[src/rtl/serial_subtractor_ctrl.sv]
// serial_subtractor_ctrl: bit-serial subtraction sequencer.
// A single full-subtractor cell is stepped LSB-first over WIDTH clocks. A
// borrow flop carries between bits. On the last bit the difference, the
// borrow-out and the signed-overflow flag are published, along with a
// one-cycle done pulse.
module serial_subtractor_ctrl #(
  parameter int WIDTH = 8
) (
  input  logic             clk,
  input  logic             rst_n,
  input  logic             start,
  input  logic [WIDTH-1:0] a,
  input  logic [WIDTH-1:0] b,
  input  logic             b_in,
  output logic             busy,
  output logic             done,
  output logic [WIDTH-1:0] diff,
  output logic             borrow_out,
  output logic             overflow
);

  localparam int CW = (WIDTH > 1) ? $clog2(WIDTH) : 1;
  localparam logic [CW-1:0] LAST = CW'(WIDTH - 1);

  typedef enum logic [1:0] {IDLE, RUN, DONE} state_t;

  state_t           state, state_nxt;
  logic [WIDTH-1:0] a_sh, b_sh, r_sh, r_nxt;
  logic [CW-1:0]    cnt;
  logic             bw, bw_nxt, d, last;

  // Full-subtractor cell: returns {borrow_next, difference_bit}.
  function automatic logic [1:0] sub_cell(input logic x, input logic y, input logic bi);
    sub_cell = {(~x & y) | (~(x ^ y) & bi), x ^ y ^ bi};
  endfunction

  // Cell evaluation on the current LSBs and the result register with the new bit shifted in.
  always_comb begin
    {bw_nxt, d}      = sub_cell(a_sh[0], b_sh[0], bw);
    r_nxt            = r_sh >> 1;
    r_nxt[WIDTH-1]   = d;
    last             = (cnt == LAST);
  end

  // State register.
  always_ff @(posedge clk or negedge rst_n) begin
    if (!rst_n) state <= IDLE;
    else        state <= state_nxt;
  end

  // Next-state logic: start is only looked at in IDLE, so it is never queued.
  always_comb begin
    state_nxt = state;
    case (state)
      IDLE:    if (start) state_nxt = RUN;
      RUN:     if (last)  state_nxt = DONE;
      DONE:    state_nxt = IDLE;
      default: state_nxt = IDLE;
    endcase
  end

  assign busy = (state != IDLE);

  // Operand capture, bit-serial stepping and publication of the results.
  // The borrow entering the MSB is the current bw on the last edge, so the
  // overflow flag is formed directly from bw and bw_nxt on that edge.
  always_ff @(posedge clk or negedge rst_n) begin
    if (!rst_n) begin
      a_sh       <= '0;
      b_sh       <= '0;
      r_sh       <= '0;
      bw         <= 1'b0;
      cnt        <= '0;
      done       <= 1'b0;
      diff       <= '0;
      borrow_out <= 1'b0;
      overflow   <= 1'b0;
    end else begin
      done <= (state == RUN) && last;
      case (state)
        IDLE: begin
          if (start) begin
            a_sh <= a;
            b_sh <= b;
            bw   <= b_in;
            cnt  <= '0;
          end
        end
        RUN: begin
          a_sh <= a_sh >> 1;
          b_sh <= b_sh >> 1;
          r_sh <= r_nxt;
          bw   <= bw_nxt;
          cnt  <= cnt + CW'(1);
          if (last) begin
            diff       <= r_nxt;
            borrow_out <= bw_nxt;
            overflow   <= bw ^ bw_nxt;
          end
        end
        default: ;
      endcase
    end
  end

endmodule

[config.mk]
export PLATFORM = sky130hd
export DESIGN_NAME = serial_subtractor_ctrl
export DESIGN_NICKNAME = d
export VERILOG_FILES = /design/src/rtl/serial_subtractor_ctrl.sv
export SDC_FILE = /design/constraint.sdc
export NUM_CORES = 1
export LEC_CHECK = 0
export CORE_MARGIN = 8
export CORE_UTILIZATION = 47
export DETAILED_ROUTE_END_ITERATION = 8
export PLACE_DENSITY = 0.79
export SYNTH_ARGS = -nofsm -noshare
export SYNTH_HDL_FRONTEND = slang
export SYNTH_SLANG_ARGS = --single-unit
[constraint.sdc]
create_clock -name clk -period 1.52 [get_ports clk]
set_input_delay 0.456 -clock clk [delete_from_list [all_inputs] [get_ports clk]]
set_output_delay 0.456 -clock clk [all_outputs]
set_load 0.01 [all_outputs]
==> summary.md <==
| Metric | Value |
|---|---|
| Status | `finished, final reports clean` |
| Share of synthesized area occupied by flip-flops and latches | `0.529` |
| Max Freq | `668 MHz` |
| Slowest stage cell, crit path | `sky130_fd_sc_hd__dfrtp_1` |
| RR Endpoint | `diff[4]$_DFFE_PN0P_` |
| Leak | `1.13 nW` |
| Highest fanout seen on the critical path | `2` |
| Library cell used as clock root buffer | `sky130_fd_sc_hd__clkbuf_8` |
| Number of port buffers | `31` |
| Asr flop ratio synth | `1.00` |
| Final number of max-transition violations | `0` |
| Vias in the first global route | `1421` |
| Min Tclk post-route | `1.50 ns` |
| Share of total power in sequential cells | `0.405` |
| Width of the die | `79.5 um` |
| CP peak stage delay | `0.38 ns` |
| Post-DRT Antenna Nets | `0` |
| Net Sw Frac | `0.357` |
| Detailed-placement wirelength estimate | `2750 um` |
| Number of enable-type register cells in the synthesized netlist | `0` |
| Number of detailed-route iterations in the first pass | `4` |
| Initial antenna violation count | `0` |
| FF-to-FF Start | `cnt[0]$_DFFE_PN0P_` |
| Register clock-pin slew on the reported worst setup and hold paths | `0.08 ns` |
| Required time at the worst-slack endpoint | `1.06 ns` |
| Mapped cell area | `0.00189 mm^2` |
| Final clock period utilization by the worst path | `0.984` |
| Site row count | `23` |
| Final setup viols | `0` |
| Crit path DAT | `1.04 ns` |
| Startpoint kind of the worst setup timing path | `flop` |
| Synthesized instance count | `173` |
| Number of distinct library cell variants in the gate-level netlist after synthesis | `28` |
| Warnings, synthesis | `0` |
| Combinational cell fraction of total power | `0.398` |
| Kind of cell with the highest combined delay on the critical path | `flip-flops` |
| Initial core utilization | `0.480` |
| Most frequent standard cell in the layout excluding fill and tap cells | `sky130_fd_sc_hd__dfrtp_1` |
| Type of the tightest min-delay check | `in -> async` |
| Total Neg Setup Slack | `0 ns` |
| Global-route wire length before repair | `6580 um` |
| I/O pin count | `32` |
| Total buffers and inverters traversed by the critical path | `1` |
| Post-route cell area | `0.00239 mm^2` |
| Post-synthesis net count | `196` |
| Clock tree buffer depth | `2` |
| Final hold violations | `0` |
| Remaining global-route overflow | `0` |
| Dominant register cell in the synthesized netlist | `sky130_fd_sc_hd__dfrtp_1` |
| Detailed-route DRC error count | `0` |
| Cell internal pwr | `0.00299 W` |
| Wire per inst | `15.1 um` |
| Final Power | `0.00465 W` |
| Fraction of final layout cells sized beyond drive strength 1 | `0.232` |
| Total vias in the final route | `1425` |
| Endpoint class of the critical path | `output pin` |
| Number of nets in the finished design | `233` |
| Post-synthesis average cell area | `10.9 um^2` |
| Portion of total power attributed to the clock network | `0.198` |
| CTS tree | `yes` |
| Number of buffers added by the clock tree synthesis step | `5` |
| Reg2Reg Setup Slack | `0.05 ns` |
| Power density relative to cell area | `1940 mW/mm^2` |
| Placement Cell Area | `0.00227 mm^2` |
| Clock insertion delay at the later pin of the skew report | `0.30 ns` |
| Cell-by-cell trace of the critical path | `or2_4 -> buf_6` |
| Number of cells on the worst reg-to-reg path | `4` |
| Headroom to the max-slew limit | `0.748` |
| Power spent charging and discharging nets | `0.00166 W` |
| Die Height | `79.5 um` |
| Core region area | `0.00394 mm^2` |
| Clock Skew | `0.00519 ns` |
| Startpoint-to-endpoint class of the critical path | `reg -> out` |
| Antenna Cells | `0` |
| Actual transition at the worst max-transition pin | `0.379 ns` |
| Top library cells by usage in the layout, fill and taps aside | `40 x sky130_fd_sc_hd__dfrtp_1, 26 x sky130_fd_sc_hd__nand2_1, 19 x sky130_fd_sc_hd__nor3_1` |
| Pin count of the biggest net entering global routing | `36` |
| First DRT Iteration DRCs | `129` |
| Routed wire length | `3940 um` |
| Setup repair after global routing missed its margin | `true` |
| Post-CTS Hold Fix Bufs | `0` |
| Clk sinks | `40` |
| Layout area overhead | `26.4%` |
| Aggregate global-route resource usage | `0.133` |
| Max IR drop VDD | `1.18 mV` |
| Deepest level of the CTS H-tree | `2` |
| Total Die Area | `0.00631 mm^2` |
| Post-DR vias/cell | `5.46` |
| Number of max-capacitance violations reported | `0` |
| Synthesized flop and latch total | `40` |
| Placer Congestion | `0.768` |
## per-layer routing
metal  vias to the layer above  part of all wire  track usage
li1                        688                 -            -
met1                       693              0.42        0.154
met2                        36              0.50        0.218
met3                         8             0.048       0.0327
met4                         0             0.025       0.0833
met5                         -                 0            0
## worst reg2reg max path, stage by stage (launching register included)
cell and delay, ns:
sky130_fd_sc_hd__dfrtp_1 0.39, sky130_fd_sc_hd__ha_1 0.20, sky130_fd_sc_hd__ha_1 0.22, sky130_fd_sc_hd__nand3b_4 0.19, sky130_fd_sc_hd__mux2_2 0.36
## worst max-delay path by stage
stage,startpoint,endpoint,slack (ns),cells past startpoint
6_report,state[1]$_DFFE_PN0P_,busy,0.02,2
5_1_grt,state[1]$_DFFE_PN0P_,busy,-0.007,2
4_1_cts,cnt[0]$_DFFE_PN0P_,diff[4]$_DFFE_PN0P_,0.007,4
3_5_place_dp,start,a_sh[5]$_DFFE_PN0P_,-0.25,5
3_3_place_gp,start,bw$_DFFE_PN0P_,-0.18,4
2_1_floorplan,state[0]$_DFFE_PN0P_,busy,0.09,3
## what timing repair did
item                       in CTS  in global routing
setup buffers                   0                  1
setup endpoints to repair      12                 12
resized for setup              17                  2
pin swaps                       0                  1
## power groups by stage
stage,Combinational [W],Clock [W],Sequential (W)
finish,0.00185,0.000919,0.00188
global route,0.00207,0.000979,0.00195
CTS,0.00186,0.000944,0.00188
detailed placement,0.00193,0,0.00190
global placement,0.00187,0,0.00188
floorplan,0.00127,0,0.00188
## through the flow
step	setup slack, ns	utilization	hold WS, ns	instances
finish	0.0241	0.607	0.0667	261
global route	-0.00707	0.607	0.0872	261
CTS	0.00675	0.603	0.0709	260
detailed placement	-0.250	0.575	0.397	252
global placement	-0.177	0.575	0.399	252
floorplan	0.0895	-	0.160	173
## Yosys cell counts (all sizes together), types with 2 or more instances
cell    instances  area [um^2]
o21ai           8         40.0
o32ai           3         26.3
buf            12         83.8
inv             6         22.5
nand2b          2         20.0
nor2            5         18.8
or2             2         12.5
o22ai          14         87.6
mux2            8          105
nand2          26         97.6
dfrtp          40         1000
a22o            2         17.5
nor2b           2         12.5
ha              2         25.0
nor3           33          230
## state kept, by name, indices dropped and copies added (netlist names), 2 cells and up
register  count
r_sh          7
b_sh          8
a_sh          8
cnt           3
diff          8
state         2
## final cells by class
| type | instances | area (um^2) |
|---|---|---|
| flip-flops and latches | 40 | 1000 |
| well taps | 50 | 62.6 |
| fillers | 331 | 1550 |
| inverters | 6 | 22.5 |
| multi-input cells | 114 | 788 |
| repair buffers | 43 | 398 |
| clock inverters | 2 | 38.8 |
| clock buffers | 6 | 82.6 |
## cells by family (layout without fill, tap and decap cells)
logic type / Yosys count / in the layout / synth area share
adder cells (fa/ha/maj): 3 / 3 / 0.0238
AND/OR/NAND/NOR: 72 / 72 / 0.221
multiplexers: 9 / 9 / 0.0608
XOR/XNOR: 1 / 1 / 0.00463
AO/OA/AOI/OAI: 29 / 29 / 0.102
flip-flops: 40 / 40 / 0.529
buffers and inverters: 19 / 57 / 0.0588
Power figures use the tool's default switching activity.
